[src/rtl/lift_req_queue.sv]
// Request FIFO and offer/ack handshake feeding the lift controller FSM.
// Drops illegal and duplicate call codes; flags requests lost to a full queue.
module lift_req_queue #(
    parameter int DEPTH = 4,
    parameter int CW    = $clog2(DEPTH) + 1
) (
    input  logic          clk,
    input  logic          rst,
    input  logic          req_valid,
    input  logic [2:0]    req_code,
    input  logic          done,
    output logic [2:0]    din,
    output logic          qEmpty,
    output logic          full,
    output logic [CW-1:0] count,
    output logic          overflow,
    input  logic          ovf_clr
);

    localparam int AW = $clog2(DEPTH);

    typedef enum logic [1:0] {
        EMPTY = 2'd0,
        OFFER = 2'd1,
        ACK   = 2'd2
    } state_t;

    state_t        state_q, state_d;
    logic [2:0]    mem_q [DEPTH];
    logic [AW:0]   wr_ptr_q, wr_ptr_d;
    logic [AW:0]   rd_ptr_q, rd_ptr_d;
    logic [CW-1:0] count_q, count_d;
    logic [2:0]    hold_q, hold_d;
    logic          overflow_q, overflow_d;

    logic          legal, dup, pop, push, ovf_set, full_w;
    logic [AW:0]   fill;
    logic [AW-1:0] off;

    assign legal  = (req_code != 3'b000) && (req_code != 3'b101);
    assign full_w = (count_q == CW'(DEPTH));
    assign pop    = (state_q == OFFER) && done;
    // Occupied window taken from the pointer pair; the wrap bit keeps full distinct from empty.
    assign fill   = wr_ptr_q - rd_ptr_q;

    always_comb begin
        dup = 1'b0;
        off = '0;
        if ((state_q == ACK) && (req_code == hold_q)) begin
            dup = 1'b1;
        end
        for (int i = 0; i < DEPTH; i++) begin
            off = AW'(i) - rd_ptr_q[AW-1:0];
            if (({1'b0, off} < fill) && (mem_q[i] == req_code)) begin
                dup = 1'b1;
            end
        end
    end

    // A slot freed by this edge's pop can take a push into a full queue.
    assign push    = req_valid && legal && !dup && (!full_w || pop);
    assign ovf_set = req_valid && legal && !dup && full_w && !pop;

    always_comb begin
        wr_ptr_d = wr_ptr_q;
        rd_ptr_d = rd_ptr_q;
        count_d  = count_q;
        if (push) begin
            wr_ptr_d = wr_ptr_q + (AW+1)'(1);
        end
        if (pop) begin
            rd_ptr_d = rd_ptr_q + (AW+1)'(1);
        end
        if (push && !pop) begin
            count_d = count_q + CW'(1);
        end else if (pop && !push) begin
            count_d = count_q - CW'(1);
        end
        overflow_d = overflow_q;
        if (ovf_set) begin
            overflow_d = 1'b1;
        end else if (ovf_clr) begin
            overflow_d = 1'b0;
        end
    end

    always_comb begin
        state_d = state_q;
        hold_d  = hold_q;
        din     = 3'b000;
        qEmpty  = 1'b1;
        case (state_q)
            EMPTY: begin
                if (count_q != '0) begin
                    state_d = OFFER;
                end
            end
            OFFER: begin
                qEmpty = 1'b0;
                din    = mem_q[rd_ptr_q[AW-1:0]];
                if (done) begin
                    state_d = ACK;
                    hold_d  = mem_q[rd_ptr_q[AW-1:0]];
                end
            end
            ACK: begin
                qEmpty = 1'b0;
                din    = hold_q;
                if (!done) begin
                    state_d = (count_d != '0) ? OFFER : EMPTY;
                    hold_d  = 3'b000;
                end
            end
            default: begin
                state_d = EMPTY;
                hold_d  = 3'b000;
            end
        endcase
    end

    always_ff @(posedge clk or posedge rst) begin
        if (rst) begin
            state_q    <= EMPTY;
            wr_ptr_q   <= '0;
            rd_ptr_q   <= '0;
            count_q    <= '0;
            hold_q     <= 3'b000;
            overflow_q <= 1'b0;
        end else begin
            state_q    <= state_d;
            wr_ptr_q   <= wr_ptr_d;
            rd_ptr_q   <= rd_ptr_d;
            count_q    <= count_d;
            hold_q     <= hold_d;
            overflow_q <= overflow_d;
        end
    end

    // Storage is qualified by the pointers, so it needs no reset.
    always_ff @(posedge clk) begin
        if (push) begin
            mem_q[wr_ptr_q[AW-1:0]] <= req_code;
        end
    end

    assign full     = full_w;
    assign count    = count_q;
    assign overflow = overflow_q;

endmodule
[config.mk]
export PLATFORM = sky130hd
export DESIGN_NAME = lift_req_queue
export DESIGN_NICKNAME = d
export VERILOG_FILES = /design/src/rtl/lift_req_queue.sv
export SDC_FILE = /design/constraint.sdc
export NUM_CORES = 1
export LEC_CHECK = 0
export BUFFER_PORTS_ARGS = -buffer_cell sky130_fd_sc_hd__buf_4
export CAP_MARGIN = 20
export CORE_UTILIZATION = 40
export CTS_CLUSTER_SIZE = 25
export DETAILED_ROUTE_END_ITERATION = 12
export GPL_ROUTABILITY_DRIVEN = 0
export GPL_TIMING_DRIVEN = 0
export MAX_ROUTING_LAYER = met4
export PLACE_DENSITY = 0.64
export SLEW_MARGIN = 20
export SYNTH_ARGS = -nofsm -noshare
export SYNTH_HDL_FRONTEND = slang
export SYNTH_SLANG_ARGS = --single-unit
[constraint.sdc]
create_clock -name clk -period 8.96 [get_ports clk]
set_input_delay 0.896 -clock clk [delete_from_list [all_inputs] [get_ports clk]]
set_output_delay 0.896 -clock clk [all_outputs]
set_load 0.01 [all_outputs]
; ---- Word level (Yosys, flattened, before mapping)
; Memories as Yosys holds them, arrays and structs flattened.
; Index checks and enable logic that the tools add are counted.
[totals]
register_bits = 15
ram_bits = 12
inputBits = 8
output_inout_bits = 9
word_cells = 81
memories = 1
[memory_table]
columns = memory, words, word_bits, read_ports, rd_clocked_by_memory_dff, write_ports, line_no
row1 = mem_q, 4, 3, 5, 0, 1, 29  ; logic [2:0] mem_q [DEPTH];
[op_classes]
addsub = 9
order_cmp = 4
n_eq_ne = 12
mux = 21
n_bitwise = 1
reduce_logical = 27
[ops]
columns = cell, n
row1 = 3-bit == test, 5
row2 = 1-bit logical AND, 14
row3 = 2-bit by 3-bit less-than comparator with 1-bit output, 4
row4 = 3-bit 2-to-1 mux, 4
row5 = 1-bit 2-to-1 mux, 11
row6 = "3-bit by 1-bit adder with 3-bit output, second input constant", 3
row7 = 3-bit one-hot mux with 3 select lines, 1
row8 = 3-bit nonzero test, 3
row9 = 2-bit 2-to-1 mux, 3
row10 = "2-bit != test, second input constant", 3
row11 = 2-bit one-hot mux with 3 select lines, 1
row12 = 3-bit one-hot mux with 2 select lines, 1
row13 = 3-bit AND reduction, 2
row14 = 1-bit logical NOT, 4
row15 = "1-bit by 2-bit subtractor with 2-bit output, first input constant", 2
row16 = "2-bit subtractor, first input constant", 2
row17 = "3-bit == test, second input constant", 1
row18 = "3-bit != test, second input constant", 1
row19 = "3-bit by 1-bit subtractor with 3-bit output, second input constant", 1
row20 = 3-bit subtractor, 1
row21 = "2-bit by 1-bit == test with 1-bit output, second input constant", 1
row22 = "2-bit == test, second input constant", 1
row23 = 2-bit logical NOT, 1
row24 = 2-bit nonzero test, 1
row25 = 3 further kinds, 3

; ---- Depth between registers and ports, before layout
[logic_depth]
word_depth = 18
mapped_depth = 13

; ---- Worst setup path after synthesis
; OpenSTA, ideal clock, no wires.
[synth_timing]
path_kind = register to register
start = register rd_ptr_q[0]
end = register state_q[0]
setup_ns = 0.121
arrival_ns = 3.294
t_required_ns = 8.839
setup_slack_ns = 5.545
stages_incl_launch_ff = 14
synth_period_minus_slack_ns = 3.415
cell_sequence = dfrtp_1 > buf_2 > nand2b_1 > fa_1 > inv_1 > ha_1 > inv_1 > a21oi_1 > a211o_1 > nor4b_4 > nor2_2 > or4_1 > a211o_1 > a22o_1
[synth_via]
elab_chain_len = 18
word_cells_on_any_way = 29
classes_between = add/sub: 5 / order compare: 4 / mux: 9 / reduce/logical: 11
[synth_lines]
columns = element, line_no
row1 = from (decl), 31  ; logic [AW:0] rd_ptr_q, rd_ptr_d;
row2 = from (signal assigned), 132  ; rd_ptr_q <= rd_ptr_d;
row3 = 3-bit subtractor / 1-bit by 2-bit subtractor with 2-bit output (equally long branches), "44, 53"
row4 = 2-bit by 3-bit less-than comparator with 1-bit output, 54  ; if (({1'b0, off} < fill) && (mem_q[i] == req_code)) begin
row5 = 1-bit logical AND, 54
row6 = 1-bit 2-to-1 mux (3 in a row), 54
row7 = 1-bit 2-to-1 mux *, 54
row8 = 1-bit logical NOT *, 61  ; assign push = req_valid && legal && !dup && (!full_w || pop);
row9 = 1-bit logical AND * (2 in a row), 61
row10 = 1-bit logical NOT, 76  ; end else if (pop && !push) begin
row11 = 1-bit logical AND, 76
row12 = 3-bit 2-to-1 mux, 76
row13 = 3-bit 2-to-1 mux *, 74  ; if (push && !pop) begin
row14 = 3-bit nonzero test *, 110  ; state_d = (count_d != '0) ? OFFER : EMPTY;
row15 = 1-bit 2-to-1 mux *, 110
row16 = 2-bit 2-to-1 mux *, 109  ; if (!done) begin
row17 = 2-bit one-hot mux with 3 select lines *, 92  ; case (state_q)
row18 = to (signal assigned), 130  ; state_q <= state_d;
row19 = to (decl), 28  ; state_t state_q, state_d;
; Every way passes the cells marked *; elsewhere a longest branch is shown, timed or not. The select of a mux whose other input is x is not followed.
; A chain may end at the register's enable or synchronous reset.

; ---- Final worst setup path
; Same ends and word-level chain as after synthesis.

==> reports/qor.yml <==
floorplan:
  coreArea_sq_mm: 0.00414
  num_rows: 23
  die_area_sq_mm: 0.00475
  chipWidth_um: 68.9
  die_h_um: 68.9
  initial_core_util: 0.432
  io_pins: 17
setup_path:
  worstSetupPathType: "reg2reg"
  crit_path_max_incr_delay_ns: 0.54
  worstPathArrival_ns: 3.90
  r2r_cells: 13
  endpoint_kind: "register"
  reg2reg_slack_ns: 5.24
  crit_chain: "buf_2 -> nand2b_1 -> fa_1 -> inv_1 -> ha_1 -> inv_1 -> a21oi_1 -> a211o_1 -> nor4b_4 -> nor2_2 -> or4_1 -> a211o_1 -> a22o_1"
  startpoint_type: "register"
  r2r_start: "rd_ptr_q[0]"
  crit_path_top_delay_cell: "nor4b_4"
  crit_path_max_fanout: 10
  r2r-end: "state_q[0]"
  critPathRequiredTime_ns: 9.14
sta:
  slew_viol_final: 0
  relSlewSlack: 0.605
  finalCriticalPeriod_ns: 3.72
  fmaxAchievable_mhz: 269
  finalSetupViolations: 0
  skew_ns: 0.00551
  rsz0062_at_grt: "false"
  fin_crit_sh: 0.415
  hold_viol_final: 0
  tns_ns: 0
  max_slew.worst_pin.slew_ns: 0.592
hold_path:
  holdCritStartpoint: "rd_ptr_q[2]"
  hold_class: "reg2reg"
  min_path_cells: 1
  min_to: "rd_ptr_q[2]"
cts:
  cts-buffers-inserted: 3
  clock_path_buffers: 2
  cts_resized: 0
  ctsRootBufferMaster: "clkbuf_8"
  cts_sinks: 27
  clk_pin_slew_worst_paths_ns: 0.10
  cts_tree: "done"
  cts_hold_buf: 0
  htreeDepth: 1
  post-cts-setup-buffers: 0
  clkLatencyLatePin_ns: 0.28
pwr:
  power_density_mw_per_mm2: 344
  irDropWorstVdd_uv: 114
  p_total_uw: 696
  power.static_leakage_nw: 0.885
global_routing:
  grt_pass1_wl_mm: 5.60
  grt_pass1_vias: 1282
  grt_antenna_before_repair: 0
  grt_overflow: 0
  grtUsageTotal: 0.167
  grt_max_degree: 18
routing:
  first_iter_violations: 25
  first_pass_iters: 4
  vias: 1220
  drtAntennaViolNets: 0
  totalWireLength_mm: 3.36
  avgViaCountPerCell: 5.19
  wl_per_cell_um: 14.3
  drc: 0
logic_synthesis:
  synthesis.area_sq_mm: 0.00179
  synth_ff_type: "dfrtp_1"
  synth.avg_cell_area_sq_um: 10.9
  ys_seq_elements: 27
  yosys_warnings: 0
  synth_fp_nets: 192
  synth.distinct_cells: 38
  async_flop_share: 0.556
  yosysSeqAreaShare: 0.411
  synth_edf_count: 12
  synthCells: 165
run:
  cap_violations: 0
layout:
  finalInstanceArea_sq_mm: 0.00202
  area_delta_synth_final_pct: 13.0
  final_cell_mix: "buf_4, ha_1, inv_1, nand2_1, dfrtp_1"
  fill_cells: 392
  diodes: 0
  nets: 213
  layout-drive-gt1-share: 0.178
placed_design:
  place_area_sq_mm: 0.00197
  io_buffers: 16
  hpwl_mm: 2.69
run_status:
  status: "finished, final reports clean"
[worst max-delay path by stage]
| stage | from | endpoint | slack (ns) | cells past startpoint |
|---|---|---|---|---|
| final | rd_ptr_q[0] | state_q[0] | 5.24 | 13 |
| after detailed placement | rd_ptr_q[0] | mem_q[3][0] | 5.24 | 11 |
| after CTS | rd_ptr_q[0] | mem_q[3][2] | 5.23 | 11 |
| after global routing | rd_ptr_q[0] | mem_q[3][2] | 4.93 | 11 |
| after global placement | rd_ptr_q[0] | state_q[0] | 5.29 | 13 |
| after floorplan | rd_ptr_q[0] | state_q[0] | 5.54 | 13 |
[sequential cells by signal (all words and copies together), names as in the netlist]
| name | cells |
|---|---|
| overflow | 1 |
| state_q | 2 |
| count | 3 |
| mem_q | 12 |
| rd_ptr_q | 3 |
| hold_q | 3 |
| wr_ptr_q | 3 |
[worst max-delay path, delay by kind of cell (launching register included)]
kind	cells	cell delay, ns
flip-flops	1	0.36
AND/OR/NAND/NOR	4	1.24
buffers and inverters	3	0.36
AO/OA/AOI/OAI	4	0.88
adder cells (fa/ha/maj)	2	0.77
[cell usage after synthesis, types with 2 or more instances]
cell	count	area share
edfxtp_1	12	0.20
mux4_2	3	0.038
nand2b_1	3	0.010
nand3_1	3	0.0084
inv_1	16	0.034
a211o_1	2	0.0098
a21oi_1	9	0.025
a22o_1	2	0.0098
o21ai_0	8	0.022
ha_1	18	0.13
o31ai_1	2	0.0084
dfrtp_1	15	0.21
xor2_1	12	0.059
nand2_1	15	0.031
buf_4	2	0.0084
mux2i_1	2	0.011
nor2_1	3	0.0063
nor3_1	4	0.011
and2_1	5	0.017
xnor2_1	11	0.054
[per-layer routing]
metal	part of all wire	GRT usage
met4	0.020	0.0740
met5	0	-
met1	0.46	0.194
met3	0.024	0.0214
met2	0.50	0.286
[final cells by class]
type / count / area, sq um / share of cell area
multi-input cells: 118 / 963 / 0.476
flip-flops and latches: 27 / 736 / 0.364
repair buffers: 16 / 120 / 0.0594
well taps: 50 / 62.6 / 0.0309
inverters: 16 / 60.1 / 0.0297
clock buffers: 3 / 41.3 / 0.0204
plain buffers: 4 / 31.3 / 0.0155
clock inverters: 1 / 8.76 / 0.00433
[power by group]
group | internal [mW] | switching, mW
Sequential | 0.175 | 0.0461
Clock | 0.0327 | 0.0421
Combinational | 0.185 | 0.215
[through the flow]
step,worst slack (ns),utilization,hold slack [ns],cells
global route,4.93,0.488,0.526,235
CTS,5.23,0.488,0.502,235
finish,5.24,0.488,0.498,235
global placement,5.29,0.476,0.476,231
floorplan,5.54,-,0.461,165
detailed placement,5.24,0.476,0.486,231
[logic make-up (layout without fill, tap and decap cells)]
kind of cell	after synthesis	count (layout)	synth area share
and+or+nand+nor	42	42	0.133
muxes	6	6	0.0552
DFF	27	27	0.411
AOI/OAI and AO/OA	28	28	0.101
adders and majority gates	19	19	0.137
buffers and inverters	20	40	0.0510
xor gates and xnor gates	23	23	0.113
Note: power is estimated with default switching activity, not from simulation.
